==> src/rtl/prog_loader_if.sv <==
// Word-stream handshake between a program source (UART/JTAG word
// assembler) and the prog_loader sequencer. A word moves on every rising
// edge where in_valid and in_ready are both high.
interface prog_loader_if;
    logic        in_valid;
    logic [11:0] in_data;
    logic        in_ready;

    // Word source side
    modport master (
        output in_valid,
        output in_data,
        input  in_ready
    );

    // Loader side
    modport slave (
        input  in_valid,
        input  in_data,
        output in_ready
    );
endinterface

==> src/rtl/prog_loader.sv <==
// Program-load sequencer for the SAP-2 mini 256x12 RAM.
// Streams words from the source interface into consecutive RAM addresses
// through the prog/a/d/we programming port, holding the CPU in clear for
// the whole session and releasing it once the last word is written.
//
// Optional feature: define PROG_LOADER_CKSUM_EN to add a trailing checksum
// word and the CHECK state. The whole stream (data plus checksum) must sum
// to 0 mod 4096, otherwise err is raised and held until the next start.
// Without the macro err is tied low.
//
// Control outputs are decoded from the state register only, so there is
// no combinational path from in_valid to in_ready. a and d hold their last
// value between sessions; clr_n clears them.
module prog_loader (
    input  logic         clk,
    input  logic         clr_n,
    input  logic         start,
    input  logic [7:0]   base,
    input  logic [7:0]   len,
    prog_loader_if.slave src,
    output logic         prog,
    output logic [7:0]   a,
    output logic [11:0]  d,
    output logic         we,
    output logic         cpu_clr,
    output logic         busy,
    output logic         done,
    output logic         err
);

    typedef enum logic [2:0] {
        IDLE    = 3'd0,
        SETUP   = 3'd1,
        WAIT    = 3'd2,
        WRITE   = 3'd3,
        RELEASE = 3'd4
`ifdef PROG_LOADER_CKSUM_EN
        ,
        CHECK   = 3'd5
`endif
    } state_t;

    state_t      state_q;
    state_t      state_d;
    logic [8:0]  count_q;
    logic        rdy;
    logic        last_word;

`ifdef PROG_LOADER_CKSUM_EN
    logic [11:0] cksum_q;
    logic        err_q;

    // Checksum arithmetic wraps modulo 4096 (12-bit word width).
    function automatic logic [11:0] cksum_add(input logic [11:0] acc, input logic [11:0] w);
        cksum_add = acc + w;
    endfunction
`endif

    assign last_word    = (count_q == 9'd1);
    assign src.in_ready = rdy;

    // State register; clr_n aborts any session back to IDLE.
    always_ff @(posedge clk or negedge clr_n) begin
        if (!clr_n) begin
            state_q <= IDLE;
        end else begin
            state_q <= state_d;
        end
    end

    // Next-state logic and state-decoded control outputs.
    always_comb begin
        state_d = state_q;
        rdy     = 1'b0;
        prog    = 1'b0;
        cpu_clr = 1'b0;
        we      = 1'b0;
        busy    = 1'b1;
        done    = 1'b0;
        unique case (state_q)
            IDLE: begin
                busy = 1'b0;
                if (start) begin
                    state_d = SETUP;
                end
            end
            SETUP: begin
                prog    = 1'b1;
                cpu_clr = 1'b1;
                state_d = WAIT;
            end
            WAIT: begin
                prog    = 1'b1;
                cpu_clr = 1'b1;
                rdy     = 1'b1;
                if (src.in_valid) begin
                    state_d = WRITE;
                end
            end
            WRITE: begin
                prog    = 1'b1;
                cpu_clr = 1'b1;
                we      = 1'b1;
                if (last_word) begin
`ifdef PROG_LOADER_CKSUM_EN
                    state_d = CHECK;
`else
                    state_d = RELEASE;
`endif
                end else begin
                    state_d = WAIT;
                end
            end
`ifdef PROG_LOADER_CKSUM_EN
            CHECK: begin
                prog    = 1'b1;
                cpu_clr = 1'b1;
                rdy     = 1'b1;
                if (src.in_valid) begin
                    state_d = RELEASE;
                end
            end
`endif
            RELEASE: begin
                cpu_clr = 1'b1;
                done    = 1'b1;
                state_d = IDLE;
            end
            default: begin
                busy    = 1'b0;
                state_d = IDLE;
            end
        endcase
    end

    // Session datapath: address/data/count latches and checksum tracking.
    always_ff @(posedge clk or negedge clr_n) begin
        if (!clr_n) begin
            a       <= 8'h00;
            d       <= 12'h000;
            count_q <= 9'd0;
`ifdef PROG_LOADER_CKSUM_EN
            cksum_q <= 12'h000;
            err_q   <= 1'b0;
`endif
        end else begin
            case (state_q)
                IDLE: begin
                    if (start) begin
                        a       <= base;
                        count_q <= {(len == 8'd0), len};
`ifdef PROG_LOADER_CKSUM_EN
                        cksum_q <= 12'h000;
                        err_q   <= 1'b0;
`endif
                    end
                end
                WAIT: begin
                    if (src.in_valid) begin
                        d <= src.in_data;
`ifdef PROG_LOADER_CKSUM_EN
                        cksum_q <= cksum_add(cksum_q, src.in_data);
`endif
                    end
                end
                WRITE: begin
                    a       <= a + 8'd1;
                    count_q <= count_q - 9'd1;
                end
`ifdef PROG_LOADER_CKSUM_EN
                CHECK: begin
                    if (src.in_valid && (cksum_add(cksum_q, src.in_data) != 12'h000)) begin
                        err_q <= 1'b1;
                    end
                end
`endif
                default: begin
                end
            endcase
        end
    end

`ifdef PROG_LOADER_CKSUM_EN
    assign err = err_q;
`else
    assign err = 1'b0;
`endif

endmodule

==> src/flat_wrapper.sv <==
// flat-port wrapper written by rule: the top's interface ports become plain ports
module prog_loader_flat 
  (clk, clr_n, start, base, len, prog, a, d, we, cpu_clr, busy, done, err, src_in_valid, src_in_data, src_in_ready);
  prog_loader_if src_i ();
  input  logic clk;
  input  logic clr_n;
  input  logic start;
  input  logic [7:0] base;
  input  logic [7:0] len;
  output logic prog;
  output logic [7:0] a;
  output logic [11:0] d;
  output logic we;
  output logic cpu_clr;
  output logic busy;
  output logic done;
  output logic err;
  input wire logic [$bits(src_i.in_valid)-1:0] src_in_valid;
  input wire logic [$bits(src_i.in_data)-1:0] src_in_data;
  output wire logic [$bits(src_i.in_ready)-1:0] src_in_ready;
  assign src_i.in_valid = src_in_valid;
  assign src_i.in_data = src_in_data;
  assign src_in_ready = src_i.in_ready;
  prog_loader u_core (.clk(clk), .clr_n(clr_n), .start(start), .base(base), .len(len), .src(src_i), .prog(prog), .a(a), .d(d), .we(we), .cpu_clr(cpu_clr), .busy(busy), .done(done), .err(err));
endmodule
==> config.mk <==
export PLATFORM = sky130hd
export DESIGN_NAME = prog_loader_flat
export DESIGN_NICKNAME = d
export VERILOG_FILES = /design/src/rtl/prog_loader_if.sv /design/src/rtl/prog_loader.sv /design/src/flat_wrapper.sv
export SDC_FILE = /design/constraint.sdc
export NUM_CORES = 1
export LEC_CHECK = 0
export CAP_MARGIN = 5
export CORE_MARGIN = 1
export CORE_UTILIZATION = 40
export DETAILED_ROUTE_END_ITERATION = 8
export PLACE_DENSITY = 0.73
export SLEW_MARGIN = 20
export SYNTH_ARGS = -nofsm -noshare
export SYNTH_HDL_FRONTEND = slang
export SYNTH_SLANG_ARGS = --single-unit
==> constraint.sdc <==
create_clock -name clk -period 1.9 [get_ports clk]
set_clock_uncertainty 0.2 [all_clocks]
set_input_delay 0.285 -clock clk [delete_from_list [all_inputs] [get_ports clk]]
set_output_delay 0.285 -clock clk [all_outputs]
set_load 0.02 [all_outputs]
==> metrics.txt, run 1 <==
ANT cells=0; clock latency on the worst-skew pair=280 ps; Netlist Area Pre-Place=1689 um2; final worst path period share=100.7%; drt wl/cell=16.04 um; Synthesized Nets=189; Layout Cells excl Fill=281; Final WS setup=-13.68 ps; Crit path largest cell delay=630 ps; CP endpoint kind=flop; R2R Path End=u_core.count_q[3]; Reg clk slew, reported paths=70 ps; root buffer cell=clkbuf_8; crit path kind=flop to flop; Rows=23; final slew viol count=0; design area=2529 um2; Setup-failing EPs final=1; first-pass GRT wire length=6872 um; Lkg Pwr=1.038 nW; DRC=0; status=finished with violations; CP arrival=1880 ps; starting density of the core=41.93%; share of cells above drive strength 1=26.84%; Tmin final=1914 ps; Post-Syn Area per Cell=10.97 um2; worst-path maximum fanout=8; core box area=4029 um2; area leader, netlist=dfrtp_1; crit-path cells=buf_6 > or4b_4 > buf_12 > o221a_4; Main synth FF type=dfrtp_1; FF-to-FF Start=u_core.state_q[2]; Min Hold Slack=199.4 ps; Final Util=62.76%; Critical Path RT=1870 ps; Synth cell types=48; Routed Antenna Nets=0; Max stage delay cell, worst path=or4b_4; startpoint types=flop; vias in the first global route=1521; global-route usage over all layers=20.34%; Clock Tree Buf Depth=2; WL final=4508 um; RSZ-0062 raised after global routing=yes; total grt overflow=0; CTS sink cnt=32; H-tree depth=2; commonest non-fill, non-tap cell in the layout=clkdlybuf4s50_1; commonest non-fill, non-tap cells in the layout=clkdlybuf4s50_1 (49), dfrtp_1 (30), buf_4 (20); area delta synth->final=49.70%; initial antenna violation count=0; Post-synth ARST share=100.0%; Worst R2R Setup Slack=-10 ps; final hold vios=0; largest net degree at the start of global routing=33; dpl cell area=2381 um2; chip width=66.99 um; 1st-iter DRT viols=76; post-DP HPWL=3173 um; Chip Height=66.99 um; Seq/Total Area, Yosys=47.41%; FMAX=0.5226 GHz; Placed Instances=268; Net count, final=265; io pins=59; top cell type's share of synthesized area=47.41%; pwr dens=1085 nW/um2; Inserted Clock Buffers=5; TritonCTS clock tree=yes; Synth Warn #=0; Synth Register Bits=32; largest cells by area after synthesis=dfrtp_1 (47%), mux2_2 (8.7%), o211ai_1 (2.7%); Worst Reg2Reg Path Length in Cells=4; die footprint=4487 um2; drt via density=5.527; gpl congestion=0.8656; gate count after technology mapping=154; Detailed Routing Iterations Pass 1=5; number of fill cells in the layout=332; vias after detailed routing=1553; Post-synth EDFFs=0; Max VDD drop=695.7 uV; max cap viols=0; failing checks=setup timing; PortBufs=57; Hold WC Path Type=input port to async pin
==> critical path, delay by kind of cell (launching register included) <==
family | cells | cell delay, ps
buf+inv | 2 | 310
simple gates | 1 | 630
compound gates | 1 | 250
flops | 1 | 410
==> worst max-delay path by stage <==
stage,endpoint,depth (start not counted),start,slack [ps]
2_1_floorplan,u_core.d[0],5,u_core.state_q[2],40
3_3_place_gp,u_core.count_q[8],4,start,-130
3_5_place_dp,u_core.count_q[8],4,start,-200
4_1_cts,src_in_ready,3,u_core.state_q[0],4
5_1_grt,u_core.count_q[3],4,u_core.state_q[2],-40
6_report,u_core.count_q[3],4,u_core.state_q[2],-10
==> cells in the mapped netlist (2+ instances only) <==
| cell type | number |
|---|---|
| nor3_1 | 8 |
| buf_4 | 4 |
| inv_1 | 4 |
| nor3b_1 | 3 |
| buf_6 | 2 |
| nand3_1 | 7 |
| a211oi_1 | 4 |
| mux2_2 | 13 |
| nor4_1 | 3 |
| buf_2 | 4 |
| nand4b_1 | 3 |
| nor2_1 | 11 |
| o211ai_1 | 6 |
| o311ai_0 | 4 |
| ha_1 | 3 |
| dfrtp_1 | 32 |
| nand2_1 | 8 |
| nand4_1 | 3 |
| a311oi_1 | 2 |
| or2_2 | 2 |
==> final cells by class <==
cell class | count | area, um2 | share of cell area, %
Clock buffer | 5 | 68.82 | 2.721
Clock inverter | 3 | 18.77 | 0.7422
Inverter | 5 | 18.77 | 0.7422
Multi-Input combinational cell | 106 | 810.8 | 32.06
Sequential cell | 32 | 803.3 | 31.77
Tap cell | 50 | 62.56 | 2.474
Timing Repair Buffer | 80 | 745.7 | 29.49
==> what timing repair did <==
item | in CTS | in global routing
pin swaps | 0 | 3
buffers inserted | 0 | 5
hold endpoints to repair | 0 | 0
setup endpoints to repair | 6 | 22
hold buffers | 0 | 0
resized for setup | 8 | 20
==> routing by layer <==
| metal | track usage [%] | part of all wire [%] | vias up |
|---|---|---|---|
| li1 | - | - | 725 |
| met1 | 26.30 | 43 | 754 |
| met2 | 33.21 | 50 | 59 |
| met3 | 3.938 | 4.2 | 15 |
| met4 | 7.713 | 2.6 | 0 |
| met5 | 0 | 0 | - |
==> state kept, by name, summed over array words and instances, names as in the netlist <==
name / cells
u_core.state_q: 3
u_core.d: 12
u_core.count_q: 9
u_core.a: 8
==> report_power, final <==
group | internal, mW | switching, mW
registers | 0.897 | 0.218
logic | 0.570 | 0.542
clock network | 0.255 | 0.261
total | 1.72 | 1.02
==> cell families after synthesis <==
| kind of cell | count (synthesis) | synth area share, % |
|---|---|---|
| AOI/OAI and AO/OA | 28 | 13.33 |
| xor gates and xnor gates | 1 | 0.5186 |
| adders and majority gates | 3 | 2.222 |
| buffers and inverters | 16 | 6.296 |
| DFF | 32 | 47.41 |
| muxes | 14 | 9.259 |
| other | 1 | 0.2220 |
| and+or+nand+nor | 59 | 20.74 |
==> per-stage QoR <==
stage	power, mW	setup TNS (ps)	setup WS, ps
floorplan	1.684	0	41.38
global placement	2.158	-702.5	-127.4
detailed placement	2.207	-1132	-198.6
CTS	2.730	0	4.264
global route	2.908	-225.0	-35.18
finish	2.742	-13.68	-13.68
Power figures use the tool's default switching activity.
==> inputs of run 2 (changes only) <==
Settings changed: SLEW_MARGIN 20 to 5.
==> results of run 2 <==
Same layout as run 1: the final DEF is identical, and so are final timing and power.
==> inputs of run 3 (changes only) <==
Settings changed: CELL_PAD_IN_SITES_DETAIL_PLACEMENT set to 0, CELL_PAD_IN_SITES_GLOBAL_PLACEMENT set to 1, CORE_UTILIZATION 40 to 31, PLACE_DENSITY 0.73 to 0.79.
==> run 3 against run 2 <==
Net effect:
- the flow now finishes without violations
- non-clock buffer count shrank 4
- maximum frequency grew 3.8%
- count of clock-buffer cells in the layout is the same
- global-route usage shrank 5.4 points
- largest power group unchanged
==> metrics.txt, run 3 (same netlist as run 1, synthesis figures left out) <==
post-DP HPWL=2850 um; Worst Reg2Reg Path Length in Cells=4; root buffer cell=clkbuf_8; PortBufs=57; CP arrival=1820 ps; Setup-failing EPs final=0; R2R Path End=u_core.a[4]; DRC=0; Worst Tran Pin Value=550.1 ps; Routed Antenna Nets=0; Rows=26; CP Depth=4; global-route usage over all layers=14.98%; Critical Path RT=1880 ps; CTS sink cnt=32; top flop regs=u_core.d: 12 flops, u_core.count_q: 9 flops, u_core.a: 8 flops; total grt overflow=0; core box area=5172 um2; Placement Setup Slack=-193.9 ps; WL final=3956 um; Chip Height=75.82 um; Lkg Pwr=1.012 nW; Detailed Routing Iterations Pass 1=5; Buf+Inv Stages, Crit Path=1; drt wl/cell=13.32 um; gpl congestion=0.7560; io pins=59; Top reg by flops=u_core.d; startpoint types=flop; FMAX=0.5423 GHz; CP endpoint kind=flop; FF-to-FF Start=u_core.state_q[1]; vias after detailed routing=1511; chip width=75.82 um; status=finished, final reports clean; H-tree depth=2; Total Power=2.813 mW; largest net degree at the start of global routing=33; Tmin final=1844 ps; commonest non-fill, non-tap cell in the layout=clkdlybuf4s50_1; Net count, final=261; vias in the first global route=1314; final worst path period share=97.06%; Worst slew margin=62.99%; area delta synth->final=50.07%; Final Util=49.01%; CP top delay family=simple AND/OR/NAND/NOR gates; Max VDD drop=709.0 uV; Worst R2R Setup Slack=60 ps; RSZ-0062 raised after global routing=yes; Max stage delay cell, worst path=or4b_4; ANT cells=0; Hold WC Path Type=input port to async pin; Final WS setup=55.88 ps; Inserted Clock Buffers=5; drt via density=5.088; TritonCTS clock tree=yes; crit-path cells=buf_4 > or4b_4 > o32a_2 > o21a_1; setup TNS=0 ps; max cap viols=0; max reg flops=12; Clock Tree Buf Depth=2; die footprint=5748 um2; CP endpoint=u_core.a[4]; 1st-iter DRT viols=50; Reg clk slew, reported paths=70 ps; final slew viol count=0; starting density of the core=32.66%; crit path from=u_core.state_q[1]; worst-path maximum fanout=16; share of cells above drive strength 1=25.11%; clock latency on the worst-skew pair=280 ps; final hold vios=0; commonest non-fill, non-tap cells in the layout=clkdlybuf4s50_1 (50), dfrtp_1 (32), buf_4 (15); crit path kind=flop to flop; initial antenna violation count=0; pwr dens=1110 nW/um2; Crit path largest cell delay=660 ps; first-pass GRT wire length=6237 um
run 3: changes by cell type in the layout (fill, tap and decap cells not counted), sizes merged:
cell           change
buf                -4
clkinv             -2
bufinv             +1
clkdlybuf4s15      +1
clkdlybuf4s50      +1
clkinvlp           +1
dlygate4sd2        -1
dlymetal6s2s       -1
run 3: metrics by stage:
stage	hold WS, ps	instance area, um2	instances
6_report	209.6	2535	297
2_1_floorplan	-210.6	1700	154
5_1_grt	239.3	2535	297
3_5_place_dp	294.5	2411	287
4_1_cts	217.2	2536	297
3_3_place_gp	288.0	2411	287
run 3: report_power, final:
part           switching (mW)  internal [mW]
sequential              0.206          0.897
clock                   0.256          0.388
combinational           0.510          0.556
run 3: worst min-delay path by stage:
stage,to,slack (ps)
finish,u_core.state_q[0],210
global route,u_core.d[8],240
CTS,u_core.d[8],220
detailed placement,u_core.d[6],290
global placement,u_core.d[3],290
floorplan,u_core.a[0],-210
run 3: per-layer routing:
| metal | vias to the layer above | GRT usage (%) | share of wire [%] |
|---|---|---|---|
| li1 | 726 | - | - |
| met1 | 725 | 19.06 | 44 |
| met4 | 0 | 5.556 | 1.3 |
| met5 | - | 0 | 0 |
| met2 | 53 | 23.50 | 47 |
| met3 | 7 | 5.159 | 8.4 |
run 3: timing repair:
item / CTS / global route
hold buffers: 0 / 0
pin swaps: 1 / 0
setup endpoints to repair: 8 / 12
setup buffers: 2 / 0
gates resized for setup: 10 / 14
run 3: area by class of cell:
class | instances | area, um2
clock inverter | 3 | 42.54
multi-input combinational | 106 | 798.3
sequential | 32 | 800.8
inverter | 5 | 18.77
clock buffer | 5 | 68.82
tap | 70 | 87.58
fill | 475 | 2638
timing repair buffer | 76 | 718.2
